--- config.mk ---
export PLATFORM = sky130hd
export DESIGN_NAME = mem_arbiter
export DESIGN_NICKNAME = d
export VERILOG_FILES = /design/src/rtl/mem_arbiter_pkg.sv /design/src/rtl/arb_rr2.sv /design/src/rtl/mem_arbiter.sv
export SDC_FILE = /design/constraint.sdc
export NUM_CORES = 1
export LEC_CHECK = 0
export BUFFER_PORTS_ARGS = -buffer_cell sky130_fd_sc_hd__buf_2
export CORE_AREA = 2 2 106 108
export CTS_BUF_LIST = sky130_fd_sc_hd__clkbuf_4
export CTS_CLUSTER_SIZE = 40
export DETAILED_ROUTE_END_ITERATION = 10
export DIE_AREA = 0 0 108 110
export HOLD_SLACK_MARGIN = 0.15
export PLACE_DENSITY = 0.73
export SYNTH_ARGS = -nofsm -noshare
export SYNTH_HDL_FRONTEND = slang
export SYNTH_SLANG_ARGS = --single-unit
--- constraint.sdc ---
create_clock -name clk -period 3.79 [get_ports clk]
set_clock_uncertainty 0.1 [all_clocks]
set_input_delay 0.379 -clock clk [delete_from_list [all_inputs] [get_ports clk]]
set_output_delay 0.379 -clock clk [all_outputs]
set_load 0.05 [all_outputs]
--- src/rtl/mem_arbiter_pkg.sv ---
// Shared types and defaults for the two-requester memory arbiter.
// Requests are packed {addr, iswrite, data}, 65 bits wide.
package mem_arbiter_pkg;

  localparam int unsigned TIMEOUT_DEF  = 64;
  localparam logic [31:0] ERR_DATA_DEF = 32'hdeadbeef;

  typedef struct packed {
    logic [31:0] addr;
    logic        iswrite;
    logic [31:0] data;
  } req_t;

  typedef enum logic {
    ST_IDLE = 1'b0,
    ST_WAIT = 1'b1
  } state_t;

endpackage

--- src/rtl/arb_rr2.sv ---
// Two-way round-robin picker. The pointer remembers who was granted last.
// It resets to m1 so that m0 wins the first contended pick.
module arb_rr2 (
  input  logic clk,
  input  logic resetn,
  input  logic req0,
  input  logic req1,
  output logic gnt0,
  output logic gnt1
);

  logic last;

  always_comb begin
    gnt0 = req0 && (!req1 || last);
    gnt1 = req1 && (!req0 || !last);
  end

  always_ff @(posedge clk) begin
    if (!resetn) begin
      last <= 1'b1;
    end else if (gnt0 || gnt1) begin
      last <= gnt1;
    end
  end

endmodule

--- src/rtl/mem_arbiter.sv ---
// Arbitrates two requesters onto one downstream port, one transaction at a time.
// It times out stalled transactions with an error response and sets a sticky err flag.
module mem_arbiter
  import mem_arbiter_pkg::*;
#(
  parameter int unsigned TIMEOUT  = TIMEOUT_DEF,
  parameter logic [31:0] ERR_DATA = ERR_DATA_DEF
) (
  input  logic        clk,
  input  logic        resetn,
  input  logic        m0_rq_valid,
  input  logic [64:0] m0_rq,
  output logic        m0_rq_ready,
  output logic        m0_rs_valid,
  input  logic        m1_rq_valid,
  input  logic [64:0] m1_rq,
  output logic        m1_rq_ready,
  output logic        m1_rs_valid,
  output logic [31:0] m_rs_data,
  output logic        rq_en,
  output logic [64:0] rq,
  input  logic        rs_en,
  input  logic [31:0] rs_data,
  output logic        err
);

  localparam int CW = $clog2(TIMEOUT + 1);

  state_t        state, state_nxt;
  logic          owner;
  logic [CW-1:0] cnt;
  logic          can_grant, g0, g1, grant;
  logic          timeout_hit, resp_real, resp_id;
  req_t          pick;

  assign can_grant = resetn && (state == ST_IDLE);

  arb_rr2 u_arb (
    .clk    (clk),
    .resetn (resetn),
    .req0   (can_grant && m0_rq_valid),
    .req1   (can_grant && m1_rq_valid),
    .gnt0   (g0),
    .gnt1   (g1)
  );

  // A response arriving with a grant belongs to the new grant.
  assign grant       = g0 || g1;
  assign resp_real   = rs_en && (grant || (state == ST_WAIT));
  assign resp_id     = grant ? g1 : owner;
  assign timeout_hit = (state == ST_WAIT) && !rs_en && (cnt == CW'(TIMEOUT - 1));

  always_comb begin
    state_nxt   = state;
    rq_en       = grant;
    m0_rq_ready = g0;
    m1_rq_ready = g1;
    pick        = g1 ? req_t'(m1_rq) : req_t'(m0_rq);
    rq          = pick;
    if (grant && !rs_en) begin
      state_nxt = ST_WAIT;
    end else if ((state == ST_WAIT) && (rs_en || timeout_hit)) begin
      state_nxt = ST_IDLE;
    end
  end

  always_ff @(posedge clk) begin
    if (!resetn) begin
      state       <= ST_IDLE;
      owner       <= 1'b0;
      cnt         <= '0;
      err         <= 1'b0;
      m0_rs_valid <= 1'b0;
      m1_rs_valid <= 1'b0;
      m_rs_data   <= 32'h0;
    end else begin
      state       <= state_nxt;
      m0_rs_valid <= (resp_real || timeout_hit) && !resp_id;
      m1_rs_valid <= (resp_real || timeout_hit) && resp_id;
      if (grant) begin
        owner <= g1;
        cnt   <= '0;
      end else if ((state == ST_WAIT) && (cnt != CW'(TIMEOUT))) begin
        cnt <= cnt + CW'(1);
      end
      if (resp_real) begin
        m_rs_data <= rs_data;
      end else if (timeout_hit) begin
        m_rs_data <= ERR_DATA;
      end
      if (timeout_hit) begin
        err <= 1'b1;
      end
    end
  end

endmodule

# Word-level counts from Yosys, hierarchy flattened
# Cells that the tools add are included.
[totals] register_bits=45 in_bits=167 out_inout_bits=103 elab_cells=46
[op_classes] add_sub_neg=1 eq_ne=2 mux=6 n_bitwise=2 n_reduce_logical=27
[op_table] op="65-bit two-way mux" count=1
[op_table] op="32-bit two-way mux" count=2
[op_table] op="1-bit logical AND" count=13
[op_table] op="7-bit by 1-bit adder with 7-bit output, second input constant" count=1
[op_table] op="7-bit by 6-bit equality test with 1-bit output, second input constant" count=1
[op_table] op="7-bit inequality test, second input constant" count=1
[op_table] op="1-bit logical OR" count=6
[op_table] op="1-bit logical NOT" count=5
[op_table] op="2-bit nonzero test" count=2
[op_table] op="1-bit two-way mux" count=3
[op_table] op="1-bit inverter" count=2
[op_table] op="2-bit OR reduction" count=1

# Logic depth before layout (Yosys ltp)
# Gate-level depths: netlist of run 1.
[depth] depth_word=11 mapped_depth=6 mapped_depth_nobuf=4

# By module
# A second synthesis of run 1 with hierarchy kept.
[hier_totals] cells_unflattened=234 area_unflattened_um2=2509.9
[modules_own_cells] mod="mem_arbiter" instances=1 cells_per_inst=227 area_each_um2=2448.6
[modules_own_cells] mod="arb_rr2" instances=1 cells_per_inst=7 area_each_um2=61.3

# Worst setup path after synthesis of run 1
# No wires, ideal clock.
[synth_path] kind="input to output" start="input resetn" end="output rq[25]" t_arrival_ps=1466 required_time_ps=3311 setup_slack_ps=1845 path_stages=6 path_buffers=3 cell_sequence="buf_4 > and2b_4 > nand3_4 > buf_6 > buf_12 > mux2_4"
[synth_between] elab_chain_cells=6 elab_cells_between_ends=7 cone_classes="1 x mux; 6 x reduce/logical"
[synth_rtl] element="from (decl)" line_no="mem_arbiter.sv:10" text="input logic resetn,"
[synth_rtl] element="1-bit logical AND (*)" line_no="mem_arbiter.sv:36" text="assign can_grant = resetn && (state == ST_IDLE);"
[synth_rtl] element="1-bit logical AND" line_no="mem_arbiter.sv:41" text=".req0 (can_grant && m0_rq_valid),"
[synth_rtl] element="1-bit logical NOT" line_no="arb_rr2.sv:16" text="gnt1 = req1 && (!req0 || !last);"
[synth_rtl] element="1-bit logical OR" line_no="arb_rr2.sv:16"
[synth_rtl] element="1-bit logical AND (*)" line_no="arb_rr2.sv:16"
[synth_rtl] element="65-bit two-way mux (*)" line_no="mem_arbiter.sv:58" text="pick = g1 ? req_t'(m1_rq) : req_t'(m0_rq);"
[synth_rtl] element="to (decl)" line_no="mem_arbiter.sv:21" text="output logic [64:0] rq,"
# Mark *: on every way between the ends. The rest lies on a longest branch, timed or not.

# Worst setup path after layout of run 1
[layout_path] start="register state" end="output rq[2]"
[layout_between] elab_chain_cells=7 elab_cells_between_ends=8 cone_classes="1 x mux; 1 x bitwise; 6 x reduce/logical"
[layout_rtl] element="from (decl)" line_no="mem_arbiter.sv:29" text="state_t state, state_nxt;"
[layout_rtl] element="from (signal assigned)" line_no="mem_arbiter.sv:77" text="state <= state_nxt;"
[layout_rtl] element="1-bit inverter (*)" line_no="mem_arbiter.sv:36"
[layout_rtl] element="1-bit logical AND (*)" line_no="mem_arbiter.sv:36"
[layout_rtl] element="1-bit logical AND" line_no="mem_arbiter.sv:41"
[layout_rtl] element="1-bit logical NOT" line_no="arb_rr2.sv:16"
[layout_rtl] element="1-bit logical OR" line_no="arb_rr2.sv:16"
[layout_rtl] element="1-bit logical AND (*)" line_no="arb_rr2.sv:16"
[layout_rtl] element="65-bit two-way mux (*)" line_no="mem_arbiter.sv:58"
# Marks and branches as above.

==> metrics.yaml, run 1 <==
pwr:
  p_leak_nw: 2.36
  pwr_density_cell_nw_per_um2: 317
  total_power_mw: 1.50
  ir_worst_vdd_uv: 225
synthesis:
  synth_area_per_cell_um2: 9.80
  synth_cells: 334
  syn_area_um2: 3270
  synth_edf_count: 0
  synth_cell_types: 46
  yosysWarnings: 0
  synth_area_leader_cell: "dfxtp_1"
  syn-num-nets: 503
  synth_flop_cell: "dfxtp_1"
  async_reset_ff_share_pct: 0
  synth_seq_area_share_pct: 27.5
  ys_ff_latch: 45
  yosys.area.top_type_share_pct: 27.5
  synthTopCellsByArea: "dfxtp_1 28%, mux2_4 18%, mux2_2 8.9%"
cells_and_area:
  final_nets: 758
  fillers: 1053
  fin_cells: 733
  layout_commonest_cell: "buf_2"
  final_area_um2: 4750
  area_growth_syn_to_layout_pct: 45.0
  finish.utilization_pct: 44.4
  mostFrequentLayoutCells: "269 x buf_2, 45 x dfxtp_1, 39 x mux2_4, 27 x nor2_1"
  drive_gt1_share_pct: 63.3
timing:
  setup_slack_ps: 1240
  hold_ws_ps: 165
  clock.fmax_mhz: 391
  hold_viol_final: 0
  setup_violations: 0
  finalCriticalPeriod_ps: 2550
  worst_pin_slew_ps: 912
  fin_crit_sh_pct: 67.4
  rsz0062_at_grt: "false"
  slew_violations: 0
  tns_ps: 0
  slew_headroom_pct: 39.2
critical_path:
  crit-reg2reg-launch: "cnt[0]"
  path_cells: "and2b_4, nand3_4, buf_12, mux2_2, buf_2"
  cp_max_fo: 54
  critPathTopFamily: "buffers and inverters"
  reg2regPathDepth: 5
  cp_data_required_time_ps: 3310
  critPathBufInv: 2
  slowest_stage: "mux2_2"
  crit_type: "reg2out"
  r2r-end: "m_rs_data[27]"
  reg2reg_slack_ps: 1690
  worstPathArrival_ps: 2080
  cpPeakStageDelay_ps: 390
  end_kind: "output pin"
  startpoint_type: "register"
floorplan:
  std_cell_rows: 38
  ios: 270
  initial_core_util_pct: 30.6
  dieArea_um2: 11900
  die_h_um: 110
  core_region_area_um2: 10700
  die_x_um: 108
detailed_routing:
  wl_per_cell_um: 17.6
  num_vias: 3597
  dr.first_iter.drc_count: 145
  via_per_inst: 4.91
  drtPass1Iterations: 5
  route.detailed.drc: 0
  wl_um: 12900
  final_antenna_net_count: 0
clock_network:
  htree_levels: 2
  post_cts_buffers: 0
  cts_buffer_depth: 2
  cts_tree: "yes"
  clk_latency_ps: 360
  clk_pin_slew_ps: 130
  clkSinkCount: 45
  cts_root_buf: "clkbuf_4"
  cts_buffers: 5
grt:
  grt_pass1_wl_um: 17900
  grt_use_total_pct: 19.5
  grt_max_degree: 55
  grt_pass1_vias: 3276
  gr-total-overflow: 0
  antenna_found_initial: 4
min_path:
  hold_path.startpoint: "rs_data[20]"
  hold_end: "m_rs_data[20]"
  hold_depth: 3
  hp-class: "in2reg"
placed_design:
  hpwl_um: 10200
  pre_cts_ws_ps: 1460
  finalWeightedCongestion: 0.777
  placed_area_um2: 4590
  dp.cells: 715
  port_buffers: 269
status:
  status: "completed"
flow_run:
  maxCapViolations: 0
-- how the worst max path moves through the flow --
stage	startpoint	end	slack, ps	cells after the start
CTS	state	rq[2]	1230	5
global route	state	rq[2]	1130	5
global placement	resetn	rq[13]	1500	6
detailed placement	m0_rq_valid	rq[12]	1460	6
finish	state	rq[2]	1240	5
floorplan	resetn	rq[25]	1850	6
-- power by group --
part           switching, mW  internal, mW  total [mW]
Clock                  0.158         0.135       0.292
Sequential            0.0190         0.498       0.517
Combinational          0.461         0.232       0.693
-- cell usage after synthesis (3+ instances only) --
cell / instances
a211oi_1: 5
a211oi_2: 20
a21oi_1: 3
buf_12: 4
buf_2: 11
buf_4: 6
buf_6: 3
clkbuf_1: 8
dfxtp_1: 45
inv_1: 6
mux2_2: 26
mux2_4: 39
nand2_1: 19
nand3_1: 7
nor2_1: 27
nor3_1: 24
o2111ai_1: 8
o211ai_1: 8
o21ai_0: 26
o21ai_1: 3
-- layer usage --
metal | part of all wire [%] | up-vias | global-route usage (%)
met5 | 0 | - | 0
met4 | 1.1 | 0 | 5.95
met3 | 7.8 | 7 | 4.59
met2 | 53 | 156 | 36.9
met1 | 38 | 1691 | 21.6
li1 | - | 1743 | -
-- worst register-to-register path, cell delays in order, from the launching register on --
cell and delay, ps:
dfxtp_1 430, ha_1 290, nand3b_1 370, or2_1 340, buf_4 250, a211oi_1 250
-- flip-flops by register name, summed over array words and instances, names as in the netlist --
signal       count
m1_rs_valid      1
owner            1
m_rs_data       32
cnt              7
u_arb.last       1
m0_rs_valid      1
err              1
state            1
-- what timing repair did --
| action | CTS | global route |
|---|---|---|
| hold buffers | 7 | 0 |
| hold endpoints to repair | 7 | 0 |
| gates resized for setup | 0 | 0 |
-- cells by family (layout without fill, tap and decap cells) --
family	after synthesis	after routing	share of synthesized area, %
other	0	4	0
buffers and inverters	39	294	8.25
muxes	67	67	27.4
AOI/OAI and AO/OA	81	81	20.3
and+or+nand+nor	98	98	15.2
xor gates and xnor gates	2	2	0.535
adders and majority gates	2	2	0.764
DFF	45	45	27.5
-- final cells by class --
class,instances,area (um2),share of cell area (%)
Multi-Input combinational cell,250,2100,44.3
Timing Repair Buffer,280,1460,30.7
Sequential cell,45,901,19.0
Tap cell,140,175,3.69
Antenna cell,4,10.0,0.211
Inverter,7,26.3,0.554
Clock inverter,2,35.0,0.738
Clock buffer,5,37.5,0.791
Power figures use the tool's default switching activity.
==> run 2: changes to the inputs <==
--- a/config.mk
+++ b/config.mk
@@ -12,7 +12,7 @@
 export DETAILED_ROUTE_END_ITERATION = 10
 export DIE_AREA = 0 0 108 110
 export HOLD_SLACK_MARGIN = 0.15
-export PLACE_DENSITY = 0.73
+export PLACE_DENSITY = 0.75
 export SYNTH_ARGS = -nofsm -noshare
 export SYNTH_HDL_FRONTEND = slang
 export SYNTH_SLANG_ARGS = --single-unit
==> constraint.sdc (replaced) <==
create_clock -name clk -period 2.1 [get_ports clk]
set_clock_uncertainty 0.1 [all_clocks]
set_input_delay 0.21 -clock clk [delete_from_list [all_inputs] [get_ports clk]]
set_output_delay 0.21 -clock clk [all_outputs]
set_load 0.05 [all_outputs]
==> metrics.yaml, run 2 (synthesized netlist as in run 1, its figures left out) <==
status:
  status: "complete, but fails checks"
  violations: "negative setup slack"
timing:
  slew_violations: 0
  setup_slack_ps: -57.0
  rsz0062_at_grt: "true"
  setup_violations: 61
  clock.fmax_mhz: 464
  fin_crit_sh_pct: 103
  worst_pin_slew_ps: 485
  slew_headroom_pct: 67.6
  hold_ws_ps: 195
  finalCriticalPeriod_ps: 2160
  hold_viol_final: 0
pwr:
  p_leak_nw: 2.73
  pwr_density_cell_nw_per_um2: 529
  ir_worst_vdd_uv: 381
detailed_routing:
  via_per_inst: 5.07
  num_vias: 3915
  route.detailed.drc: 0
  final_antenna_net_count: 0
  dr.first_iter.drc_count: 203
  wl_per_cell_um: 18.8
  wl_um: 14500
  drtPass1Iterations: 5
placed_design:
  placed_area_um2: 4650
  finalWeightedCongestion: 0.797
  pre_cts_ws_ps: 306
  hpwl_um: 10300
  port_buffers: 269
cells_and_area:
  largest_reg_flops: 32
  multi_input_area_um2: 2100
  reg_top3: "m_rs_data (32), cnt (7)"
  final_area_um2: 5650
  finish.utilization_pct: 52.8
  area_growth_syn_to_layout_pct: 72.4
  drive_gt1_share_pct: 61.4
  top_register: "m_rs_data"
  seq_area_um2: 901
  final_nets: 797
  fillers: 941
  mostFrequentLayoutCells: "203 x buf_2, 63 x buf_6, 45 x dfxtp_1, 39 x mux2_4, 33 x dlygate4sd3_1"
  layout_commonest_cell: "buf_2"
grt:
  grt_pass1_vias: 3814
  grt_use_total_pct: 21.2
  antenna_found_initial: 3
  grt_max_degree: 53
  grt_busiest_layer: "met2"
  use_met3_pct: 5.23
  gr-total-overflow: 0
  use_met1_pct: 23.0
  grt_use_met2_pct: 39.7
  grt_pass1_wl_um: 19700
clock_network:
  cts_buffers: 5
  clk_latency_ps: 360
  cts_root_buf: "clkbuf_4"
  clk_pin_slew_ps: 120
  htree_levels: 2
  cts_tree: "yes"
  cts_buffer_depth: 2
  clkSinkCount: 45
critical_path:
  end_kind: "output pin"
  cp_max_fo: 16
  crit_type: "reg2out"
  worstPathArrival_ps: 1850
  slowest_stage: "dfxtp_1"
  critPathTopFamily: "buffers and inverters"
  startpoint_type: "register"
  path_cells: "and2b_4, nand3_4, buf_12, buf_16, mux2_4, buf_6"
  cp_data_required_time_ps: 1790
  cpPeakStageDelay_ps: 330
  critPathBufInv: 3
floorplan:
  initial_core_util_pct: 30.6
  core_region_area_um2: 10700
  die_h_um: 110
  std_cell_rows: 38
  dieArea_um2: 11900
  ios: 270
  die_x_um: 108
flow_run:
  maxCapViolations: 0
min_path:
  hp-class: "in2reg"
-- run 2: where the power goes --
group	switching [mW]	internal [mW]	total (mW)	leakage, nW
clock	0.286	0.261	0.547	0.0433
sequential	0.0333	0.899	0.933	0.367
combinational	0.897	0.612	1.51	2.32
total	1.22	1.77	2.99	2.73
-- run 2: worst paths after layout --
check,startpoint,end,slack [ps],depth (start not counted)
worst min-delay path,m0_rq_valid,u_arb.last,200,4
worst max register to register,cnt[1],m_rs_data[0],390,5
worst min register to register,err,err,380,1
worst max-delay path,state,rq[25],-60,6
-- run 2: layer usage --
metal | routed length (um) | vias to the layer above
met5 | 17 | -
met1 | 5050 | 1854
met4 | 543 | 2
met2 | 7710 | 197
met3 | 1180 | 36
li1 | - | 1826
-- run 2: layout make-up --
class                      count  share of cell area (%)
timing repair buffer         319                    41.7
multi-input combinational    250                    37.3
sequential                    45                    16.0
tap                          140                    3.10
clock buffer                   6                   0.798
clock inverter                 2                   0.598
inverter                       7                   0.465
antenna                        3                   0.133
-- run 2: worst reg2reg max path, stage by stage, from the launching register on --
cell and delay (ps):
dfxtp_1 420, ha_1 280, nand3b_1 120, or2_1 210, buf_4 250, a211oi_1 260
-- run 2: repair_timing --
item	in CTS	in global routing
setup endpoints to repair	47	65
hold buffers	33	0
hold endpoints to repair	33	0
gates resized for setup	113	26
setup buffers	0	2
pin swaps	0	1
cloned	1	4
-- run 2: stage by stage --
stage,instances,TNS [ps],power (mW)
floorplan,334,0,1.86
global placement,721,0,2.19
detailed placement,721,0,2.21
CTS,763,-1210,2.93
global route,770,-5160,3.10
finish,772,-1940,2.99
==> run 3: changes to the inputs <==
--- a/config.mk
+++ b/config.mk
@@ -13,6 +13,7 @@
 export DIE_AREA = 0 0 108 110
 export HOLD_SLACK_MARGIN = 0.15
 export PLACE_DENSITY = 0.75
+export SETUP_SLACK_MARGIN = 0.05
 export SYNTH_ARGS = -nofsm -noshare
 export SYNTH_HDL_FRONTEND = slang
 export SYNTH_SLANG_ARGS = --single-unit
==> metrics.yaml, run 3 (synthesized netlist as in run 1, its figures left out) <==
clock_network:
  cts_tree: "yes"
  clkSinkCount: 45
  cts_buffers: 5
  cts_buffer_depth: 2
  clk_latency_ps: 360
  htree_levels: 2
  clk_pin_slew_ps: 120
  cts_root_buf: "clkbuf_4"
floorplan:
  die_h_um: 110
  die_x_um: 108
  core_region_area_um2: 10700
  initial_core_util_pct: 30.6
  std_cell_rows: 38
  dieArea_um2: 11900
  ios: 270
timing:
  setup_violations: 61
  clock.fmax_mhz: 465
  finalCriticalPeriod_ps: 2150
  slew_violations: 0
  hold_ws_ps: 199
  fin_crit_sh_pct: 102
  worst_pin_slew_ps: 480
  setup_slack_ps: -50.0
  rsz0062_at_grt: "true"
  tns_ps: -1740
  slew_headroom_pct: 68.0
  hold_viol_final: 0
cells_and_area:
  largest_reg_flops: 32
  area_growth_syn_to_layout_pct: 72.5
  fillers: 941
  top_register: "m_rs_data"
  drive_gt1_share_pct: 61.4
  reg_top3: "m_rs_data (32), cnt (7)"
  final_nets: 797
  seq_area_um2: 901
  mostFrequentLayoutCells: "203 x buf_2, 64 x buf_6, 45 x dfxtp_1, 39 x mux2_4, 33 x dlygate4sd3_1"
  multi_input_area_um2: 2100
  layout_commonest_cell: "buf_2"
detailed_routing:
  num_vias: 3899
  via_per_inst: 5.05
  drtPass1Iterations: 4
  route.detailed.drc: 0
  wl_um: 14500
  final_antenna_net_count: 0
  wl_per_cell_um: 18.8
  dr.first_iter.drc_count: 168
critical_path:
  cp_max_fo: 16
  crit_type: "reg2out"
  cpPeakStageDelay_ps: 330
  critPathBufInv: 3
  critPathTopFamily: "buffers and inverters"
  worstPathArrival_ps: 1840
  startpoint_type: "register"
  slowest_stage: "dfxtp_1"
  cp_data_required_time_ps: 1790
  end_kind: "output pin"
  path_cells: "and2b_4, nand3_4, buf_12, buf_16, mux2_4, buf_6"
pwr:
  p_leak_nw: 2.73
  ir_worst_vdd_uv: 380
  pwr_density_cell_nw_per_um2: 529
grt:
  grt_pass1_vias: 3819
  grt_max_degree: 53
  grt_pass1_wl_um: 19700
  gr-total-overflow: 0
  grt_use_total_pct: 21.2
  antenna_found_initial: 3
min_path:
  hp-class: "in2reg"
flow_run:
  maxCapViolations: 0
status:
  violations: "negative setup slack"
  status: "complete, but fails checks"
placed_design:
  hpwl_um: 10300
  finalWeightedCongestion: 0.797
  port_buffers: 269
run 3: changes by cell type in the layout (fill, tap and decap cells not counted):
cell	previous run	this run
buf_6	63	64
buf_4	10	9
run 3: tightest hold or removal path, cell delays in order:
cell      delay, ps
buf_2           160
nand2b_1        120
a21oi_1          80
nand2_1          60
run 3: final cells by class:
class / instances / area share, %
diodes: 3 / 0.133
clock buffers: 6 / 0.797
clock inverters: 2 / 0.598
inverters: 7 / 0.465
multi-input cells: 250 / 37.2
flip-flops and latches: 45 / 15.9
well taps: 140 / 3.10
repair buffers: 319 / 41.7
run 3: worst paths after layout:
| path | startpoint | end | slack (ps) | cells after the start |
|---|---|---|---|---|
| worst max-delay path | state | rq[25] | -50 | 6 |
| worst min-delay path | m0_rq_valid | u_arb.last | 200 | 4 |
| worst max register to register | cnt[1] | m_rs_data[0] | 390 | 5 |
| worst min register to register | err | err | 380 | 1 |
run 3: metal layers:
metal / global-route usage (%) / vias to the layer above / part of all wire [%]
met5: 0 / - / 0.12
met4: 8.24 / 2 / 3.8
met3: 5.35 / 36 / 8.8
met2: 39.7 / 197 / 53
met1: 22.9 / 1838 / 34
li1: - / 1826 / -
run 3: power breakdown:
part | leakage, nW | switching [mW] | internal (mW)
clock network | 0.0433 | 0.287 | 0.261
logic | 2.32 | 0.896 | 0.613
registers | 0.367 | 0.0331 | 0.899
run 3: per-stage QoR:
| stage | instance area (um2) | setup WS [ps] | instances | util (%) | power (mW) |
|---|---|---|---|---|---|
| 2_1_floorplan | 3270 | 489 | 334 | - | 1.86 |
| 3_3_place_gp | 4650 | 343 | 721 | 43.5 | 2.19 |
| 3_5_place_dp | 4650 | 306 | 721 | 43.5 | 2.21 |
| 4_1_cts | 5440 | -56.4 | 763 | 50.8 | 2.93 |
| 5_1_grt | 5640 | -104 | 770 | 52.8 | 3.10 |
| 6_report | 5650 | -50.0 | 772 | 52.8 | 2.99 |
run 3: what timing repair did:
action	4_1_cts	5_1_grt
gates cloned	1	4
hold buffers	33	0
pin swaps	0	1
setup endpoints to repair	65	65
resized for setup	113	27
endpoints found under the hold margin	33	0
buffers inserted	0	2
